--- src/rtl/ones_to_frame.sv ---
// Serialises a requested ones-count into a FRAME_LEN-bit frame whose ones are
// spread evenly by an accumulator, and publishes each finished frame as a word.
module ones_to_frame #(
  parameter int FRAME_LEN   = 16,
  parameter int COUNT_WIDTH = 5
) (
  input  logic                   clk,
  input  logic                   reset,
  input  logic [COUNT_WIDTH-1:0] in_count,
  input  logic                   in_valid,
  output logic                   in_ready,
  output logic                   dout,
  output logic                   dout_valid,
  output logic                   frame_start,
  output logic [FRAME_LEN-1:0]   frame_word,
  output logic                   word_valid,
  output logic                   sat_err,
  output logic                   dbg_state
);

  localparam int IDX_W = (FRAME_LEN > 1) ? $clog2(FRAME_LEN) : 1;
  localparam int ACC_W = $clog2(2 * FRAME_LEN);
  localparam logic [0:0] S_IDLE = 1'b0;
  localparam logic [0:0] S_RUN  = 1'b1;
  localparam logic [IDX_W-1:0]       LAST_IDX = IDX_W'(FRAME_LEN - 1);
  localparam logic [COUNT_WIDTH-1:0] FL_C     = COUNT_WIDTH'(FRAME_LEN);
  localparam logic [ACC_W-1:0]       FL_A     = ACC_W'(FRAME_LEN);

  // Handshake: a count transfers on a rising edge where in_valid and in_ready
  // are both 1; in_ready is registered and only high in IDLE or on the last bit.
  logic [0:0]             state_q, state_d;
  logic [IDX_W-1:0]       idx_q, idx_d, idx_inc;
  logic [ACC_W-1:0]       acc_q, acc_d, step_acc, sum, acc_next;
  logic [COUNT_WIDTH-1:0] n_q, n_d, sat_n, step_n;
  logic [FRAME_LEN-1:0]   build_q, build_d, word_q, word_d;
  logic                   in_ready_q, in_ready_d;
  logic                   dout_q, dout_d, dv_q, dv_d, fs_q, fs_d;
  logic                   wv_q, wv_d, sat_q, sat_d;
  logic                   accept, bit_v, last_bit;

  always_comb begin
    state_d  = state_q;
    idx_d    = idx_q;
    acc_d    = acc_q;
    n_d      = n_q;
    build_d  = build_q;
    word_d   = word_q;
    dout_d   = 1'b0;
    dv_d     = 1'b0;
    fs_d     = 1'b0;
    wv_d     = 1'b0;
    sat_d    = 1'b0;

    accept   = in_valid && in_ready_q;
    last_bit = (state_q == S_RUN) && (idx_q == LAST_IDX);
    idx_inc  = idx_q + IDX_W'(1);
    sat_n    = (in_count > FL_C) ? FL_C : in_count;
    // A new frame restarts the accumulator from zero with the new count.
    step_n   = accept ? sat_n : n_q;
    step_acc = accept ? '0 : acc_q;
    sum      = step_acc + ACC_W'(step_n);
    bit_v    = (sum >= FL_A);
    acc_next = bit_v ? (sum - FL_A) : sum;

    if (last_bit) begin
      word_d  = build_q;
      wv_d    = 1'b1;
      state_d = S_IDLE;
      idx_d   = '0;
      acc_d   = '0;
    end

    if (accept) begin
      state_d    = S_RUN;
      idx_d      = '0;
      n_d        = sat_n;
      acc_d      = acc_next;
      build_d    = '0;
      build_d[0] = bit_v;
      dout_d     = bit_v;
      dv_d       = 1'b1;
      fs_d       = 1'b1;
      sat_d      = (in_count > FL_C);
    end else if ((state_q == S_RUN) && !last_bit) begin
      idx_d            = idx_inc;
      acc_d            = acc_next;
      build_d[idx_inc] = bit_v;
      dout_d           = bit_v;
      dv_d             = 1'b1;
    end

    in_ready_d = (state_d == S_IDLE) || (idx_d == LAST_IDX);
  end

  always_ff @(posedge clk) begin
    if (!reset) begin
      state_q    <= S_IDLE;
      idx_q      <= '0;
      acc_q      <= '0;
      n_q        <= '0;
      build_q    <= '0;
      word_q     <= '0;
      in_ready_q <= 1'b0;
      dout_q     <= 1'b0;
      dv_q       <= 1'b0;
      fs_q       <= 1'b0;
      wv_q       <= 1'b0;
      sat_q      <= 1'b0;
    end else begin
      state_q    <= state_d;
      idx_q      <= idx_d;
      acc_q      <= acc_d;
      n_q        <= n_d;
      build_q    <= build_d;
      word_q     <= word_d;
      in_ready_q <= in_ready_d;
      dout_q     <= dout_d;
      dv_q       <= dv_d;
      fs_q       <= fs_d;
      wv_q       <= wv_d;
      sat_q      <= sat_d;
    end
  end

  assign in_ready    = in_ready_q;
  assign dout        = dout_q;
  assign dout_valid  = dv_q;
  assign frame_start = fs_q;
  assign frame_word  = word_q;
  assign word_valid  = wv_q;
  assign sat_err     = sat_q;
  assign dbg_state   = state_q[0];

endmodule

--- config.mk ---
export PLATFORM = sky130hd
export DESIGN_NAME = ones_to_frame
export DESIGN_NICKNAME = d
export VERILOG_FILES = /design/src/rtl/ones_to_frame.sv
export SDC_FILE = /design/constraint.sdc
export NUM_CORES = 1
export LEC_CHECK = 0
export BUFFER_PORTS_ARGS = -buffer_cell sky130_fd_sc_hd__buf_2
export CAP_MARGIN = 20
export CORE_ASPECT_RATIO = 1.2
export CORE_MARGIN = 3
export CORE_UTILIZATION = 50
export DETAILED_ROUTE_END_ITERATION = 8
export PLACE_DENSITY_LB_ADDON = 0.12
export SETUP_SLACK_MARGIN = 0.5
export SLEW_MARGIN = 15
export SYNTH_ARGS = -nofsm -noshare
export SYNTH_HDL_FRONTEND = slang
export SYNTH_SLANG_ARGS = --single-unit
--- constraint.sdc ---
create_clock -name clk -period 4.5 [get_ports clk]
set_clock_uncertainty 0.15 [all_clocks]
set_input_delay 1.125 -clock clk [delete_from_list [all_inputs] [get_ports clk]]
set_output_delay 1.125 -clock clk [all_outputs]
set_load 0.03 [all_outputs]
==> reports/metrics.yaml, run 1 <==
status: "finished clean"
min_from: "frame_word[6]"
htreeDepth: 2
path_class: "input pin to flop"
async_reset_ff_share_pct: 0
placedCellCount: 335
avgRoutedWirePerCell_um: 13.2
dr.pass1.iters: 4
synth_fp_nets: 279
coreArea_sq_um: 4360
n_fill_cell: 403
power.total_uw: 857
r2r_end: "build_q[7]"
vias_per_cell: 5.19
crit_slowest_cell: "or3_1"
fin_cells: 343
end_kind: "flop"
fin_nets: 304
holdBufCountCts: 0
setup-tns-final_ps: 0
drv_cap: 0
routed_wirelength_mm: 4.52
hpwl_mm: 3.19
die_x_um: 68.2
synth_edf_count: 0
hold_violations: 0
tritoncts: "done"
ir_drop_uv: 198
postCtsSetupRepairBufs: 0
whs_ps: 312
start_kind: "input pin"
netlist_instances: 261
synth_ff_type: "dfxtp_1"
n_antenna_cell: 0
critPathMaxFanout: 16
drt_iter0_markers: 109
cpLargestDelayFamily: "simple AND/OR/NAND/NOR gates"
leakage_nw: 1.06
min_path_type: "flop to flop"
cts_buffers: 5
initial_core_util_pct: 53.3
ios: 31
num_rows: 26
slew_violations: 0
path_cells: "buf_2 -> nand2_1 -> o21ai_0 -> ha_1 -> fa_1 -> a21o_1 -> a21oi_4 -> xnor2_1 -> or3_1 -> a21oi_1"
fin_crit_ps: 3600
min_to: "frame_word[6]"
path_clk_slew_ps: 100
critPathMaxStageDelay_ps: 440
synthTopCellsByArea: "dfxtp_1 (45%), nand2_1 (7.6%), a21boi_0 (5.5%)"
multi_input_area_sq_um: 1200
fmax_mhz: 278
yosys.area.top_type: "dfxtp_1"
regArea_sq_um: 1040
die_h_um: 80.7
drive_gt1_share_pct: 15.7
grt_pass1_vias: 1667
netlist_area_sq_um: 2320
tightest_slew_ps: 762
cts-root-buf: "clkbuf_8"
post-route-period-util_pct: 80.1
r2r_setup_slack_ps: 1430
globalRouteTotalUtil_pct: 18.2
worstReg2RegStart: "in_ready"
cts.repair.resized: 0
vias: 1779
crit_buf_inv: 1
ys_warn_count: 0
rsz0062_at_grt: "false"
min_path_cells: 2
synth.distinct_cells: 42
setup_viol: 0
cp-startpoint: "in_valid"
grt_antenna_before_repair: 0
seq_area_frac_synth_pct: 44.8
worstSkewPairLatency_ps: 310
arrival_ps: 3690
ant_nets: 0
grt_overflow: 0
cp.required_ps: 4580
ys_ff_latch: 52
synth.most_common_cell: "dfxtp_1"
powerDensity_nw_per_um2: 330
syn2layout_area_growth_pct: 11.7
grt_pass1_wl_mm: 7.63
netlist.area_leader.share_pct: 44.8
place.gp.congestion: 0.800
reg2regPathDepth: 9
grt_max_degree: 29
clock_sink_count: 52
ys_top_cells_by_count: "dfxtp_1 (52), nand2_1 (47), a21boi_0 (17), o21ai_0 (17), a21oi_1 (16)"
dieArea_sq_um: 5500
placed_area_sq_um: 2480
io_buffers: 30
clock_path_buffers: 2
slew-limit-headroom_pct: 48.8
drc_errors: 0
syn_area_per_cell_sq_um: 8.90
design_area_sq_um: 2600
==> flip-flops by register name, summed over array words and instances (netlist names) <==
register,flops
build_q,16
dbg_state,1
frame_word,16
word_valid,1
n_q,5
sat_err,1
in_ready,1
dout,1
frame_start,1
idx_q,4
acc_q,5
==> layout make-up <==
type / instances / share of cell area, %
multi-input combinational: 192 / 46.1
sequential: 52 / 40.1
timing repair buffer: 31 / 6.07
clock inverter: 3 / 1.78
clock buffer: 5 / 2.65
tap: 56 / 2.70
inverter: 4 / 0.578
==> layer usage <==
metal | vias to the layer above | track usage [%] | wire length, um
met3 | 7 | 3.78 | 140
met5 | - | 0 | 0
li1 | 945 | - | -
met1 | 798 | 23.3 | 2120
met2 | 29 | 29.3 | 2190
met4 | 0 | 7.55 | 62
==> how the worst max path moves through the flow <==
stage	endpoint	slack (ps)	cells past startpoint
2_1_floorplan	build_q[11]	920	11
3_3_place_gp	build_q[5]	660	10
3_5_place_dp	build_q[7]	580	10
4_1_cts	build_q[7]	910	10
5_1_grt	build_q[7]	740	10
6_report	build_q[7]	900	10
==> cells by family (layout without fill, tap and decap cells) <==
kind of cell | after synthesis | in the layout | share of synthesized area [%]
fa+ha+maj | 10 | 10 | 5.71
compound gates | 68 | 68 | 19.9
buf+inv | 17 | 43 | 3.66
flops | 52 | 52 | 44.8
xor+xnor | 6 | 6 | 2.26
simple gates | 102 | 102 | 21.1
mux | 6 | 6 | 2.64
==> worst min-delay path, cell delays in order, from the launching register on <==
cell	delay (ps)
dfxtp_1	320
nand2_1	40
a21boi_0	60
==> layout by cell type (no fill, tap or decap), types with 3 or more instances in the layout <==
cell and instances:
dfxtp_1 52, nand2_1 47, buf_2 30, o21ai_0 17, a21boi_0 17, a21oi_1 16
and2_1 12, or3_1 12, nor2_1 10, ha_1 9, nand3_1 5, mux2i_1 5
clkbuf_8 5, nand2b_1 4, xor2_1 4, a22o_1 4, inv_1 3
==> report_power, final <==
| group | internal [mW] | switching (mW) |
|---|---|---|
| Sequential | 0.466 | 0.00505 |
| Combinational | 0.0202 | 0.0392 |
| Clock | 0.168 | 0.159 |
==> metrics by stage <==
stage	util [%]	setup slack (ps)
final	59.6	897
after global placement	56.7	664
after CTS	59.6	910
after global routing	59.6	736
after detailed placement	56.9	578
after floorplan	-	921
No activity file was read; power rests on OpenSTA's default activity.
==> run 2: changes to the inputs <==
- ABC_AREA: not set -> 1
- clock period: 4.5 -> 3.05 ns (I/O delays scaled with it)
==> reports/metrics.yaml, run 2 <==
grt_overflow: 0
powerDensity_nw_per_um2: 475
critPathMaxStageDelay_ps: 350
synthTopCellsByArea: "dfxtp_1 (42%), nand2_1 (12%), nor2_1 (7.7%)"
cts-root-buf: "clkbuf_8"
path_class: "input pin to flop"
path_cells: "buf_2 -> nand2_8 -> nand2_1 -> a21boi_2 -> inv_1 -> ha_2 -> fa_2 -> nand3_2 -> inv_1 -> nor2_2 -> nand3_2 -> nand2_2 -> nor2_1 -> nor2_1"
setup-tns-final_ps: 0
ys_top_cells_by_count: "nand2_1 (78), dfxtp_1 (52), nor2_1 (50)"
globalRouteTotalUtil_pct: 17.7
syn_area_per_cell_sq_um: 7.34
die_h_um: 82.7
initial_core_util_pct: 52.6
final_common_cell: "nand2_1"
ir_drop_uv: 271
tightest_slew_ps: 474
cts_buffers: 5
vias: 2073
syn2layout_area_growth_pct: 13.3
dr.pass1.iters: 4
grt_pass1_vias: 1893
post-route-period-util_pct: 79.4
dieArea_sq_um: 5780
ant_nets: 0
synth_ff_type: "dfxtp_1"
n_fill_cell: 435
path_clk_slew_ps: 100
start_kind: "input pin"
drc_errors: 0
multi_input_area_sq_um: 1230
status: "finished clean"
slew-limit-headroom_pct: 68.3
grt_pass1_wl_mm: 8.24
netlist.area_leader.share_pct: 42.4
leakage_nw: 1.37
grt_max_degree: 33
worstSkewPairLatency_ps: 300
end_kind: "flop"
netlist_area_sq_um: 2450
min_from: "build_q[11]"
worstReg2RegStart: "in_ready"
synth.most_common_cell: "nand2_1"
rsz0062_at_grt: "false"
fin_nets: 380
coreArea_sq_um: 4660
setup_viol: 0
netlist_instances: 334
yosys.area.top_type: "dfxtp_1"
crit_slowest_cell: "fa_2"
avgRoutedWirePerCell_um: 11.4
clock_path_buffers: 2
final_cell_mix: "nand2_1 (78), dfxtp_1 (52), nor2_1 (49), inv_1 (36), buf_2 (30)"
routed_wirelength_mm: 4.79
grt_antenna_before_repair: 0
fin_crit_ps: 2420
power.total_mw: 1.32
fmax_mhz: 413
synth_fp_nets: 352
htreeDepth: 2
num_rows: 27
min_path_type: "flop to flop"
hpwl_mm: 3.41
place.gp.congestion: 0.797
tritoncts: "done"
async_reset_ff_share_pct: 0
cp.required_ps: 3150
slew_violations: 0
ios: 31
cp-startpoint: "in_valid"
critPathMaxFanout: 15
synth_edf_count: 0
synth.distinct_cells: 30
ys_warn_count: 0
die_x_um: 69.9
drive_gt1_share_pct: 19.6
io_buffers: 30
clock_sink_count: 52
regArea_sq_um: 1040
ys_ff_latch: 52
hold_violations: 0
arrival_ps: 2520
drv_cap: 0
drt_iter0_markers: 86
vias_per_cell: 4.92
n_antenna_cell: 0
seq_area_frac_synth_pct: 42.4
[run 2: layer usage]
metal | routed length (um) | vias to the layer above | GRT usage [%]
met1 | 2200 | 919 | 20.5
met5 | 0 | - | 0
met2 | 2250 | 41 | 31.1
met3 | 170 | 16 | 3.87
met4 | 172 | 0 | 9.00
li1 | - | 1097 | -
[run 2: logic make-up after synthesis]
| logic type | count (synthesis) | synth area share, % |
|---|---|---|
| flops | 52 | 42.4 |
| xor+xnor | 4 | 1.74 |
| compound gates | 42 | 8.78 |
| fa+ha+maj | 10 | 5.41 |
| simple gates | 173 | 32.3 |
| buf+inv | 53 | 9.34 |
[run 2: critical path: cells and delay by family]
family / cells / cell delay, ps
buf+inv: 3 / 250
fa+ha+maj: 2 / 530
simple gates: 8 / 820
compound gates: 1 / 160
[run 2: final timing paths]
| path | to | slack (ps) | cells past startpoint |
|---|---|---|---|
| setup / recovery | build_q[13] | 630 | 14 |
| hold / removal | frame_word[11] | 310 | 2 |
| setup reg to reg | build_q[13] | 750 | 13 |
| hold reg to reg | frame_word[11] | 310 | 2 |
[run 2: power by group]
part           total (mW)  leakage (nW)  switching [mW]  internal (mW)
sequential          0.705         0.420          0.0141          0.691
clock               0.486        0.0548           0.238          0.247
combinational       0.129         0.890          0.0906         0.0382
total                1.32          1.37           0.343          0.977
[run 2: cell type report]
class	count	share of cell area, %
clock buffers	5	2.48
multi-input cells	230	44.2
inverters	41	5.63
flip-flops and latches	52	37.5
repair buffers	32	5.94
clock inverters	3	1.67
well taps	58	2.61
[run 2: timing repair]
action,in CTS,in global routing
hold buffers,0,0
buffers inserted,0,1
setup endpoints to repair,0,15
gates resized for setup,0,4
[run 2: per-stage QoR]
| step | utilization (%) | worst slack (ps) | hold WS [ps] | std cells | area (sq um) |
|---|---|---|---|---|---|
| 6_report | 59.6 | 627 | 306 | 421 | 2780 |
| 5_1_grt | 59.6 | 522 | 336 | 421 | 2780 |
| 4_1_cts | 59.0 | 562 | 310 | 419 | 2750 |
| 3_5_place_dp | 56.5 | 233 | 299 | 411 | 2640 |
| 3_3_place_gp | 56.5 | 261 | 292 | 411 | 2640 |
| 2_1_floorplan | - | 408 | 279 | 334 | 2490 |
